## src/rtl/alarm_set_ctrl.sv

```systemverilog
// Alarm setpoint editor: conditions the mode/increment buttons and edits a staged
// hour:minute that is committed to the alarm comparator atomically when set mode ends.
module alarm_set_ctrl #(
  parameter int unsigned DEBOUNCE_CYCLES = 4,
  parameter int unsigned RST_HOUR        = 6,
  parameter int unsigned RST_MIN         = 0
) (
  input  logic       clk,
  input  logic       rst_n,
  input  logic       btn_mode_raw,
  input  logic       btn_inc_raw,
  output logic [4:0] alarm_hours,
  output logic [5:0] alarm_minutes,
  output logic       alarm_load,
  output logic [1:0] set_state,
  output logic [4:0] edit_hours,
  output logic [5:0] edit_minutes
);

  localparam int unsigned CW = $clog2(DEBOUNCE_CYCLES);
  localparam logic [CW-1:0] CNT_MAX = CW'(DEBOUNCE_CYCLES - 1);

  typedef enum logic [1:0] {
    ST_IDLE     = 2'b00,
    ST_SET_HOUR = 2'b01,
    ST_SET_MIN  = 2'b10
  } state_e;

  logic [1:0] raw_s;
  logic [1:0] press_s;

  assign raw_s = {btn_inc_raw, btn_mode_raw};

  // Bit 0 is the mode button, bit 1 the increment button.
  for (genvar b = 0; b < 2; b++) begin : g_btn
    logic          sync1_q, sync2_q, deb_q, deb_prev_q, deb_d;
    logic [CW-1:0] cnt_q, cnt_d;

    // A level change is accepted only after DEBOUNCE_CYCLES consecutive differing samples.
    always_comb begin
      cnt_d = cnt_q;
      deb_d = deb_q;
      if (sync2_q != deb_q) begin
        if (cnt_q == CNT_MAX) begin
          deb_d = sync2_q;
          cnt_d = '0;
        end else begin
          cnt_d = cnt_q + CW'(1);
        end
      end else begin
        cnt_d = '0;
      end
    end

    always_ff @(posedge clk or negedge rst_n) begin
      if (!rst_n) begin
        sync1_q    <= 1'b0;
        sync2_q    <= 1'b0;
        deb_q      <= 1'b0;
        deb_prev_q <= 1'b0;
        cnt_q      <= '0;
      end else begin
        sync1_q    <= raw_s[b];
        sync2_q    <= sync1_q;
        deb_q      <= deb_d;
        deb_prev_q <= deb_q;
        cnt_q      <= cnt_d;
      end
    end

    assign press_s[b] = deb_q & ~deb_prev_q;
  end

  state_e     state_q;
  logic [4:0] alarm_h_q, edit_h_q;
  logic [5:0] alarm_m_q, edit_m_q;
  logic       load_q;

  // A mode press always wins over a simultaneous increment press.
  always_ff @(posedge clk or negedge rst_n) begin
    if (!rst_n) begin
      state_q   <= ST_IDLE;
      alarm_h_q <= 5'(RST_HOUR);
      alarm_m_q <= 6'(RST_MIN);
      edit_h_q  <= 5'(RST_HOUR);
      edit_m_q  <= 6'(RST_MIN);
      load_q    <= 1'b0;
    end else begin
      load_q <= 1'b0;
      case (state_q)
        ST_IDLE: begin
          if (press_s[0]) begin
            state_q  <= ST_SET_HOUR;
            edit_h_q <= alarm_h_q;
            edit_m_q <= alarm_m_q;
          end
        end
        ST_SET_HOUR: begin
          if (press_s[0]) begin
            state_q <= ST_SET_MIN;
          end else if (press_s[1]) begin
            edit_h_q <= (edit_h_q == 5'd23) ? 5'd0 : edit_h_q + 5'd1;
          end
        end
        ST_SET_MIN: begin
          if (press_s[0]) begin
            state_q   <= ST_IDLE;
            alarm_h_q <= edit_h_q;
            alarm_m_q <= edit_m_q;
            load_q    <= 1'b1;
          end else if (press_s[1]) begin
            edit_m_q <= (edit_m_q == 6'd59) ? 6'd0 : edit_m_q + 6'd1;
          end
        end
        default: state_q <= ST_IDLE;
      endcase
    end
  end

  assign alarm_hours   = alarm_h_q;
  assign alarm_minutes = alarm_m_q;
  assign alarm_load    = load_q;
  assign set_state     = state_q;
  assign edit_hours    = edit_h_q;
  assign edit_minutes  = edit_m_q;

endmodule

```

## config.mk

```make
export PLATFORM = sky130hd
export DESIGN_NAME = alarm_set_ctrl
export DESIGN_NICKNAME = d
export VERILOG_FILES = /design/src/rtl/alarm_set_ctrl.sv
export SDC_FILE = /design/constraint.sdc
export NUM_CORES = 1
export LEC_CHECK = 0
export BUFFER_PORTS_ARGS = -buffer_cell sky130_fd_sc_hd__clkbuf_2
export CORE_MARGIN = 2
export CORE_UTILIZATION = 50
export DETAILED_ROUTE_END_ITERATION = 12
export PLACE_DENSITY = 0.72
export SLEW_MARGIN = 20
export SYNTH_ARGS = -nofsm -noshare
export SYNTH_HDL_FRONTEND = slang
export SYNTH_SLANG_ARGS = --single-unit
```

## constraint.sdc

```tcl
create_clock -name clk -period 1.8 [get_ports clk]
set_input_delay 0.27 -clock clk [delete_from_list [all_inputs] [get_ports clk]]
set_output_delay 0.27 -clock clk [all_outputs]
set_load 0.03 [all_outputs]
```

# [After elaboration in Yosys (flattened, before gate mapping)]
# Index checks and enable logic that the tools add are counted.
# Widths: inputs -> output; s select.
[word_totals] elab_cells=68 inputBits=4 output_inout_bits=25 regBits=37
[classes] reduce_logical=9 n_eq_ne=15 n_mux=20 n_addsub=4 n_bitwise=4
[ops] cell="$mux 6" count=4
[ops] cell="$mux 5" count=4
[ops] cell="$mux 2" count=7
[ops] cell="$ne 2x2->1 const B" count=7
[ops] cell="$pmux 6 s2" count=1
[ops] cell="$pmux 5 s2" count=1
[ops] cell="$reduce_and 4->1" count=2
[ops] cell="$add 6x1->6 const B" count=1
[ops] cell="$eq 2x2->1 const B" count=3
[ops] cell="$eq 6x6->1 const B" count=1
[ops] cell="$pmux 2 s3" count=1
[ops] cell="$reduce_and 2->1" count=3
[ops] cell="$add 5x1->5 const B" count=1
[ops] cell="$eq 5x5->1 const B" count=1
[ops] cell="$add 2x1->2 const B" count=2
[ops] cell="$reduce_bool 2->1" count=2
[ops] cell="$reduce_and 3->1" count=1
[ops] cell="$and 1x1->1" count=2
[ops] cell="$eq 2x1->1 const B" count=1
[ops] cell="$logic_not 2->1" count=1
[ops] cell="$mux 1" count=2
[ops] cell="$ne 1x1->1" count=2
[ops] cell="$not 1->1" count=2

# [Longest topological paths before layout]
[logic_depth] depth_word=5 mapped_depth=5 depth_no_buf=5

# [Least setup slack after synthesis]
# No wires, ideal clock.
[synth_path] path_kind="flip-flop to flip-flop" from="register state_q[0] (netlist: set_state[0])" to="register alarm_h_q[0] (netlist: alarm_hours[0])" period_less_slack_ps=1632 path_stages_with_launch=6 arrival_time_ps=1507 path_buffers=2 path_slack_ps=168 required_ps=1675 setup_ps=125 path_cell_list="dfrtp_1 nand2b_1 buf_6 nor2_4 buf_6 mux2_2"
[synth_via] elab_chain_cells=2
[synth_rtl] item="from (decl)" line_no="74" source="state_e state_q;"
[synth_rtl] item="from (signal assigned)" line_no="82" source="state_q <= ST_IDLE;"
[synth_rtl] item="from (signal assigned)" line_no="93" source="state_q <= ST_SET_HOUR;"
[synth_rtl] item="from (signal assigned)" line_no="100" source="state_q <= ST_SET_MIN;"
[synth_rtl] item="$eq 2x2->1" line_no="90" source="case (state_q)"
[synth_rtl] item="$reduce_and 2->1 (no line)"
[synth_rtl] item="to (signal assigned)" line_no="83" source="alarm_h_q <= 5'(RST_HOUR);"
[synth_rtl] item="to (signal assigned)" line_no="108" source="alarm_h_q <= edit_h_q;"
[synth_rtl] item="to (decl)" line_no="75" source="logic [4:0] alarm_h_q, edit_h_q;"
# Every way passes these cells.
# A chain may end at the register's enable or synchronous reset.

# [Final worst setup path]
[layout_path] from="register state_q[0] (netlist: set_state[0])" to="register alarm_m_q[1] (netlist: alarm_minutes[1])"
[layout_via] elab_chain_cells=2
[layout_rtl] item="$eq 2x2->1" line_no="90"
[layout_rtl] item="$reduce_and 2->1 (no line)"
[layout_rtl] item="to (signal assigned)" line_no="84" source="alarm_m_q <= 6'(RST_MIN);"
[layout_rtl] item="to (signal assigned)" line_no="109" source="alarm_m_q <= edit_m_q;"
[layout_rtl] item="to (decl)" line_no="76" source="logic [5:0] alarm_m_q, edit_m_q;"
# Every way passes these cells.

==> metrics.md <==
| Metric | Value |
|---|---|
| Status | `finished, final reports clean` |
| Placeable Area | `0.00310 mm2` |
| Met1 Usage GRT | `around a quarter` |
| CP max stage delay | `0.51 ns` |
| Synth async-reset ratio | `100%` |
| Setup Viol. Count Final | `0` |
| Shortest period the worst path allows | `1.62 ns` |
| RSZ-0062 raised after global routing | `no` |
| Largest area contributor in the netlist | `dfrtp_1` |
| CTS sink count | `37` |
| Vias in the first global route | `1113` |
| Worst endpoint data arrival time | `1.84 ns` |
| Synth warn | `0` |
| Fillers | `297` |
| Antenna Nets Post-Route | `0` |
| Flop-to-flop setup slack | `0.18 ns` |
| Syn_area_per_cell | `12.1 um2` |
| Power Density | `1360 mW/mm2` |
| Crit. End Element | `flop` |
| Synth cell count leaders | `dfrtp_1 (33), o21ai_0 (14), mux2_2 (13)` |
| Global-route wire length before repair | `a little over 5000 um` |
| Primary FF master, synth | `dfrtp_1` |
| Post-synth EDFFs | `0` |
| Slew HR | `70.3%` |
| Final count of hold timing violations | `0` |
| Post-synthesis sequential area ratio | `55.9%` |
| Row cnt | `20` |
| Top cell type's share of synthesized area | `49.5%` |
| Mapped Cells | `about 140` |
| GRT Total Usage | `18.8%` |
| Fmax | `617 MHz` |
| Via density per instance | `5.44` |
| Inserted Diodes | `0` |
| Crit path launch type | `flop` |
| Clk buf depth | `2` |
| Top post-synthesis cells by area | `dfrtp_1 (50%), mux2_2 (8.8%), dfstp_2 (6.3%)` |
| Clk_skew | `0.0193 ns` |
| Chip height | `slightly above 60 um` |
| CTS tree | `yes` |
| Worst hold stages | `1` |
| Port Buf Inserts | `28` |
| Clock-pin slew on the worst setup and hold paths | `0.11 ns` |
| Count of state elements after synthesis | `37` |
| Worst R2R Start | `set_state[0]` |
| DRC Markers | `0` |
| Crit-path max FO | `12` |
| Synth-to-Final Area Change | `14.6%` |
| Period utilization | `90.1%` |
| Pwr Total | `between 2 and 3 mW` |
| Starting density of the core | `53.7%` |
| Register area | `931 um2` |
| Final TNS setup | `0 ns` |
| Initial antenna violation count | `0` |
| Hold Crit Endpoint | `g_btn[0].sync1_q` |
| Multi-input gate area | `between 700 and 800 um2` |
| Hold path startpoint | `btn_mode_raw` |
| Largest net degree at the start of global routing | `38` |
| H-tree levels | `2` |
| Met3 usage | `6.83%` |
| Leakage power | `0.896 nW` |
| Critical path's slowest cell | `dfrtp_1` |
| Worst-skew pair later-pin latency | `0.34 ns` |
| Gpl congestion | `approximately 0.77` |
| Total CTS buffers | `5` |
| Drt pass-1 iters | `4` |
| IO Pins | `29` |
| Max capacitance violation total | `0` |
| Least-Margin Pin Slew | `0.446 ns` |
| Critical path's top delay family | `simple AND/OR/NAND/NOR gates` |
| Critical path, cell by cell | `nand2b_1 -> nor2_4 -> mux2_2` |
| Root Driver | `clkbuf_4` |
| DIE WIDTH | `just over 60 um` |
| Crit path buffers/inverters | `0` |
| Remaining global-route overflow | `0` |
| WL final | `3180 um` |
| Syn Nets | `146` |
| GR peak layer | `met2` |
| Post-DR wirelength/cell | `between 10 and 15 um` |
| Final Max Tran Viols | `0` |
| Reg-to-Reg End | `alarm_minutes[1]` |
| Grt met2 use | `29.2%` |
| Cell area after synthesis | `0.00167 mm2` |
| Setup repair bufs after CTS | `0` |
| Register-to-Register Path Depth | `3` |
| Final nets | `180` |
| Hold Crit Class | `primary input to flop` |
| VDD IR max | `0.663 mV` |
| Ratio of cells with drive above 1 in the final layout | `35.8%` |
| Area of the die | `0.00381 mm2` |
| DR vias | `1180` |
| Synth cell types | `39` |
| Initial DRC count | `73` |
| Count leader, synth | `dfrtp_1` |
| Kind of critical path | `flop to flop` |
| Critical Path RT | `2.02 ns` |
| Post-DP HPWL | `2210 um` |
[timing repair]
item	in CTS	in global routing
hold buffers	1	0
endpoints found under the hold margin	33	0
resized for setup	0	0
[power breakdown]
group	leakage (nW)	internal [mW]	switching [mW]	total [mW]
logic	0.388	0.364	0.579	0.943
registers	0.476	1.03	0.202	1.23
clock network	0.0320	0.149	0.267	0.416
[per-stage QoR]
step                utilization [%]  worst slack, ns  cell area [um2]  hold WS (ns)  instances
finish                         61.6            0.178             1910        0.0387        217
global placement               59.6            0.294             1850         0.331        208
global route                   61.6           0.0284             1910       0.00579        217
CTS                            61.6            0.173             1910        0.0303        217
floorplan                         -            0.168             1670       -0.0256        138
detailed placement             59.6            0.211             1850         0.337        208
[sequential cells by signal, summed over array words and instances, names as in the netlist, 4 cells and up]
name and cells:
g_btn.cnt_q 4, edit_hours 5, edit_minutes 6, alarm_hours 5, alarm_minutes 6
[kinds of logic after synthesis]
family / after synthesis / synth area share (%)
AND/OR/NAND/NOR: 41 / 15.0
flip-flops: 37 / 55.9
AO/OA/AOI/OAI: 33 / 12.5
multiplexers: 15 / 9.99
buffers and inverters: 5 / 2.10
adder cells (fa/ha/maj): 4 / 3.00
XOR/XNOR: 3 / 1.58
[worst max path at each step]
stage / startpoint / to / slack, ns / cells after the start
5_1_grt: set_state[1] / edit_hours[4] / 0.03 / 4
4_1_cts: set_state[0] / alarm_minutes[1] / 0.17 / 3
3_5_place_dp: set_state[0] / edit_minutes[3] / 0.21 / 5
3_3_place_gp: set_state[0] / edit_minutes[3] / 0.29 / 5
6_report: set_state[0] / alarm_minutes[1] / 0.18 / 3
2_1_floorplan: set_state[0] / alarm_hours[0] / 0.17 / 5
[layer usage]
metal	wire, um	vias up
met4	25	0
met5	0	-
met2	1600	23
li1	-	568
met3	127	2
met1	1420	587
[cell type report]
| cell class | count | area share [%] |
|---|---|---|
| tap | 44 | 2.88 |
| timing repair buffer | 32 | 9.04 |
| sequential | 37 | 48.7 |
| clock inverter | 2 | 0.524 |
| multi-input combinational | 96 | 36.7 |
| clock buffer | 6 | 2.16 |
[layout by cell type (no fill, tap or decap), types with 2 or more instances in the layout]
cell | netlist | layout
dfrtp_1 | 33 | 33
clkbuf_2 | 0 | 28
o21ai_0 | 14 | 14
mux2_2 | 13 | 13
a21oi_1 | 9 | 9
nand2_1 | 8 | 8
nor2_1 | 7 | 7
clkbuf_4 | 0 | 5
ha_1 | 4 | 4
dfstp_2 | 4 | 4
nor3_1 | 3 | 3
nand2b_1 | 3 | 3
nor2b_1 | 3 | 3
nand3_1 | 3 | 3
buf_4 | 0 | 3
xnor2_1 | 2 | 2
a31oi_2 | 2 | 2
and4b_1 | 2 | 2
nor4_1 | 2 | 2
and2_1 | 2 | 2
mux2i_1 | 2 | 2
clkinv_2 | 0 | 2
[worst register-to-register path, stage by stage, from the launching register on]
cell and delay (ns):
dfrtp_1 0.51, nand2b_1 0.26, nor2_4 0.35, mux2_2 0.38
Note: power is estimated with default switching activity, not from simulation.
